<file path="src/rtl/pill_schedule_tracker.sv">
`default_nettype none
// +----------------------------------------------------------------------+
// | pill_schedule_tracker: per-pill hourly dose countdown with due,      |
// | overdue and saturating missed-dose tracking.   Revision: 1.0         |
// +----------------------------------------------------------------------+
module pill_schedule_tracker #(
  parameter int NUM_PILLS = 3,
  parameter int DUR_W     = 4,
  parameter int CLOCK_W   = 24,
  parameter int HOUR_LSB  = 16,
  parameter int HOUR_W    = 4,
  parameter int MISS_W    = 4
) (
  input  logic                        clk,
  input  logic                        reset_n,
  input  logic [3:0]                  state,
  input  logic [NUM_PILLS*DUR_W-1:0]  schedule,
  input  logic [CLOCK_W-1:0]          time_in,
  input  logic [NUM_PILLS-1:0]        taken,
  input  logic                        clear_missed,
  output logic [NUM_PILLS*DUR_W-1:0]  remaining,
  output logic [NUM_PILLS-1:0]        due,
  output logic [NUM_PILLS-1:0]        overdue,
  output logic [NUM_PILLS-1:0]        due_pulse,
  output logic [NUM_PILLS*MISS_W-1:0] missed_count,
  output logic                        any_alert
);

  localparam logic [DUR_W-1:0]  c_REM_ONE  = DUR_W'(1);
  localparam logic [DUR_W-1:0]  c_REM_ZERO = '0;
  localparam logic [MISS_W-1:0] c_MISS_MAX = {MISS_W{1'b1}};

  logic [HOUR_W-1:0] w_hour;
  logic [HOUR_W-1:0] r_hour_prev;
  logic              r_hour_valid;
  logic              w_tick;
  logic              w_load;
  logic              w_run;

  assign w_hour = time_in[HOUR_LSB +: HOUR_W];
  assign w_tick = r_hour_valid && (w_hour != r_hour_prev);
  assign w_load = (state <= 4'd2);
  assign w_run  = (state == 4'd3);

  // Hour tracking runs in every state so that leaving HOLD/LOAD never sees a stale hour.
  always_ff @(posedge clk or negedge reset_n) begin
    if (!reset_n) begin
      r_hour_prev  <= '0;
      r_hour_valid <= 1'b0;
    end else begin
      r_hour_prev  <= w_hour;
      r_hour_valid <= 1'b1;
    end
  end

  logic [NUM_PILLS-1:0] r_due;
  logic [NUM_PILLS-1:0] r_overdue;
  logic [NUM_PILLS-1:0] r_due_pulse;

  for (genvar i = 0; i < NUM_PILLS; i++) begin : g_pill
    logic [DUR_W-1:0]  w_sched;
    logic [DUR_W-1:0]  r_rem;
    logic [MISS_W-1:0] r_miss;
    logic              w_enabled;
    logic              w_miss_inc;

    assign w_sched    = schedule[i*DUR_W +: DUR_W];
    assign w_enabled  = (w_sched != c_REM_ZERO);
    assign w_miss_inc = w_run && w_enabled && !taken[i] && w_tick && (r_rem == c_REM_ZERO);

    always_ff @(posedge clk or negedge reset_n) begin
      if (!reset_n) begin
        r_rem          <= '0;
        r_due[i]       <= 1'b0;
        r_overdue[i]   <= 1'b0;
        r_due_pulse[i] <= 1'b0;
      end else begin
        r_due_pulse[i] <= 1'b0;
        if (w_load) begin
          r_rem        <= w_sched;
          r_due[i]     <= 1'b0;
          r_overdue[i] <= 1'b0;
        end else if (w_run) begin
          if (!w_enabled) begin
            r_rem        <= '0;
            r_due[i]     <= 1'b0;
            r_overdue[i] <= 1'b0;
          end else if (taken[i]) begin
            r_rem        <= w_sched;
            r_due[i]     <= 1'b0;
            r_overdue[i] <= 1'b0;
          end else if (w_tick) begin
            if (r_rem > c_REM_ONE) begin
              r_rem <= r_rem - c_REM_ONE;
            end else if (r_rem == c_REM_ONE) begin
              r_rem          <= '0;
              r_due[i]       <= 1'b1;
              r_due_pulse[i] <= !r_due[i];
            end else begin
              // Missed a whole hour while due: restart the interval, keep due asserted.
              r_overdue[i] <= 1'b1;
              r_rem        <= w_sched;
            end
          end
        end
      end
    end

    always_ff @(posedge clk or negedge reset_n) begin
      if (!reset_n) begin
        r_miss <= '0;
      end else if (clear_missed) begin
        r_miss <= '0;
      end else if (w_miss_inc && (r_miss != c_MISS_MAX)) begin
        r_miss <= r_miss + MISS_W'(1);
      end
    end

    assign remaining[i*DUR_W +: DUR_W]     = r_rem;
    assign missed_count[i*MISS_W +: MISS_W] = r_miss;
  end

  assign due       = r_due;
  assign overdue   = r_overdue;
  assign due_pulse = r_due_pulse;
  assign any_alert = |r_overdue;

endmodule
`default_nettype wire

</file>
<file path="config.mk">
export PLATFORM = sky130hd
export DESIGN_NAME = pill_schedule_tracker
export DESIGN_NICKNAME = d
export VERILOG_FILES = /design/src/rtl/pill_schedule_tracker.sv
export SDC_FILE = /design/constraint.sdc
export NUM_CORES = 1
export LEC_CHECK = 0
export BUFFER_PORTS_ARGS = -buffer_cell sky130_fd_sc_hd__buf_2
export CAP_MARGIN = 40
export CORE_ASPECT_RATIO = 1.2
export CORE_MARGIN = 10
export CORE_UTILIZATION = 49
export DETAILED_ROUTE_END_ITERATION = 10
export PLACE_DENSITY = 0.79
export SETUP_SLACK_MARGIN = 0.3
export SLEW_MARGIN = 10
export SYNTH_ARGS = -nofsm -noshare
export SYNTH_HDL_FRONTEND = slang
export SYNTH_SLANG_ARGS = --single-unit
</file>
<file path="constraint.sdc">
create_clock -name clk -period 2.8 [get_ports clk]
set_input_delay 0 -clock clk [delete_from_list [all_inputs] [get_ports clk]]
set_output_delay 0 -clock clk [all_outputs]
set_load 0.02 [all_outputs]
</file>
==> run_results.csv <==
group,metric,value,unit
status,run_status,"finished, final reports clean",
worst_setup_path,worstSetupStartpoint,"g_pill[1].r_rem[0]$_DFFE_PN0P_",
worst_setup_path,ff2ff_setup_slack,0.51,ns
grt,grt_antenna_before_repair,0,
die,die_area,7521,µm²
die,dieWidth,80.85,µm
cts,cts_max_level,2,
die,initial_util,0.5070,
pwr,power.ir.vdd_worst,0.2969,mV
grt,met3_usage,0.04789,
job,timing.max_cap.violations,0,
timing,finish_stage_setup_viols,0,
grt,layer_carrying_the_most_global_route_usage,"met2",
hold_path,hold_class,"in -> reg",
pwr,fraction_of_power_spent_switching_nets,0.3673,
timing,final_max_slew_viol_count,0,
yosys,synth-warning-count,0,
grt,grt_pass1_vias,2139,
timing,whs,0.04825,ns
yosys,synth_area,2177,µm²
timing,clock_tree_skew_after_final_layout,0.003498,ns
yosys,synthesis.instances,234,
cts,cts-buffers-inserted,5,
detailed_routing,route.antenna.remaining_nets,0,
pwr,internal-power,949.7,µW
yosys,yosysSeqAreaShare,0.4368,
cts,clock_latency,0.29,ns
pwr,p_leak,0.001324,µW
worst_setup_path,regToRegEndpoint,"g_pill[1].r_miss[3]$_DFFE_PN0P_",
layout,inserted_diodes,0,
pwr,combinational_group_share_of_total_power,0.308,
grt,grt_pass1_wl,9.687,mm
cts,clkSinkCount,38,
yosys,synth_fp_nets,289,
grt,globalRoute.totalOverflow,0,
timing,max-slew-margin-rel,0.5450,
die,cell_row_count,26,
worst_setup_path,cp-end-kind,"flop",
worst_setup_path,critical_path_class,"reg -> reg",
yosys,synth.ff_latch_count,38,
grt,met2_usage,0.2640,
timing,maximum_clock_rate,436.7,MHz
timing,worstMarginPinSlew,0.6736,ns
yosys,synth.top_cells.by_count,"38 x dfrtp_1, 30 x nor2_1, 17 x inv_1",
pwr,register_share_of_total_power,0.456,
detailed_routing,remaining_drc_errors,0,
yosys,synth_top_area_share,0.4368,
cts,cts_tree,"built",
worst_setup_path,worst_r2r_path_depth,7,
layout,drive_gt1_frac,0.2566,
worst_setup_path,path_cells,"inv_1 > ha_1 > or3b_1 > nor4_2 > nand3_1 > or3_1 > a21oi_1",
yosys,async_reset_ff_frac,1.000,
detailed_routing,via_count,2065,
place,dp.final_hpwl,4.460,mm
detailed_routing,detailedRoute.firstPassIterationCount,4,
place,port-buffer-count,59,
timing,post-route-min-period,2.290,ns
timing,timing.final.crit_share,0.8179,
yosys,dominantRegCellSynth,"dfrtp_1",
detailed_routing,wl,5.665,mm
worst_setup_path,timing.critical_path.from_type,"flop",
yosys,netlist.top_cell.by_area,"dfrtp_1",
worst_setup_path,timing.critical_path.arrival,2.50,ns
worst_setup_path,critical_path.slowest_cell,"dfrtp_1",
worst_setup_path,worst-path-max-fanout,7,
layout,area_growth_syn_to_layout,23.39,%
detailed_routing,detail_route.wl_per_cell,15.74,µm
yosys,synth_edf_count,0,
cts,clk_pin_slew_worst_paths,0.07,ns
timing,rsz0062_at_grt,"no",
detailed_routing,via_per_inst,5.736,
cts,cts_root_buf,"clkbuf_8",
grt,largest_net_degree_at_the_start_of_global_routing,27,
yosys,synth.area.top_cells,"dfrtp_1 44%, ha_1 5.2%, nor2_1 5.2%",
detailed_routing,drtIter0Drc,172,
timing,final-hold-violation-count,0,
timing,setup_tns,0,ns
grt,global_route.usage.total,0.1576,
yosys,avgSynthCellArea,9.304,µm²
cts,cts_resized,0,
worst_setup_path,setup.worst_path.end,"g_pill[1].r_miss[3]$_DFFE_PN0P_",
place,place_congestion,0.8959,
grt,groute.layer.met1.usage,0.1868,
cts,cts_buffer_depth,2,
worst_setup_path,worstReg2RegStart,"g_pill[1].r_rem[0]$_DFFE_PN0P_",
layout,final_net_count,359,
die,core-area,4294,µm²
yosys,yosys.cell_count.top_type,"dfrtp_1",
yosys,netlist-cell-type-count,47,
pwr,cellPowerDensity,558.8,nW/µm²
pwr,power_switching,551.4,µW
worst_setup_path,cp.required,3.01,ns
die,dieHeight,93.02,µm
die,num_io_pins,80,
worst_setup_path,critPathMaxStageDelay,0.46,ns
pwr,share_clk_of_total_power,0.236,
==> layer usage <==
| layer | vias up | wire (µm) |
|---|---|---|
| li1 | 1001 | - |
| met1 | 979 | 2343 |
| met2 | 78 | 2705 |
| met3 | 7 | 543 |
| met4 | 0 | 73 |
| met5 | - | 0 |
==> cells in the final DEF, fill, tap and decap left out, drive strengths merged, types with 7 or more instances in the layout <==
cell / Yosys / layout
o21ai: 11 / 11
buf: 1 / 61
nor3: 8 / 8
nand3: 10 / 10
a21oi: 16 / 16
nand2: 9 / 9
nor2: 30 / 30
ha: 9 / 9
xor2: 7 / 7
dfrtp: 38 / 38
inv: 17 / 17
==> kinds of logic (layout without fill, tap and decap cells) <==
logic type      after synthesis  in the layout  share of synthesized area
compound gates               59             59                     0.1833
xor+xnor                      8              8                    0.03219
fa+ha+maj                     9              9                    0.05173
buf+inv                      20             90                    0.03506
flops                        38             38                     0.4368
mux                           7              7                    0.03448
other cells                   1              1                   0.001722
simple gates                 92             92                     0.2247
==> through the flow <==
stage	std cells	total power [µW]	worst slack (ns)	cell area, µm²	utilization
global placement	347	1135	0.6403	2537	0.5909
floorplan	234	977.8	0.7104	2177	-
CTS	360	1509	0.5381	2686	0.6256
global route	360	1602	0.3172	2686	0.6256
finish	360	1501	0.5100	2686	0.6256
detailed placement	348	1148	0.5651	2557	0.5956
==> registers in the layout (all words and copies together) (netlist names) <==
signal,flops
due,3
due_pulse,3
g_pill.r_miss,12
g_pill.r_rem,12
overdue,3
r_hour_prev,4
r_hour_valid,1
==> worst max-delay path: cells and delay by family (launching register included) <==
family / cells / cell delay, ns
AND/OR/NAND/NOR: 4 / 1.27
flip-flops: 1 / 0.46
adder cells (fa/ha/maj): 1 / 0.24
AO/OA/AOI/OAI: 1 / 0.14
buffers and inverters: 1 / 0.09
==> repair_timing <==
action | in CTS | in global routing
hold buffers | 5 | 0
buffers inserted | 0 | 0
hold endpoints to repair | 42 | 0
==> worst min-delay path by stage <==
stage	end	cells past startpoint	from	slack, ns
detailed placement	r_hour_prev[0]$_DFF_PN0_	1	reset_n	-0.09
global placement	r_hour_prev[0]$_DFF_PN0_	1	time_in[16]	0.13
CTS	due_pulse[1]$_DFF_PN0_	4	taken[1]	0.04
finish	due_pulse[1]$_DFF_PN0_	4	taken[1]	0.05
floorplan	due[0]$_DFFE_PN0P_	0	reset_n	-0.30
global route	due[1]$_DFFE_PN0P_	3	state[2]	0.06
==> power by group through the flow <==
| stage | registers [µW] | clock network [µW] | logic, µW |
|---|---|---|---|
| 2_1_floorplan | 744 | 0 | 234 |
| 3_3_place_gp | 692 | 0 | 443 |
| 3_5_place_dp | 693 | 0 | 455 |
| 4_1_cts | 683 | 364 | 463 |
| 5_1_grt | 700 | 388 | 514 |
| 6_report | 685 | 354 | 463 |
==> final cells by class <==
class                   count  area, µm²
fillers                   397       1608
multi-input cells         176       1150
flip-flops and latches     38      950.9
repair buffers             66      372.9
well taps                  56      70.07
clock buffers               5      68.82
inverters                  17      63.81
clock inverters             2      10.01
Power figures use the tool's default switching activity.
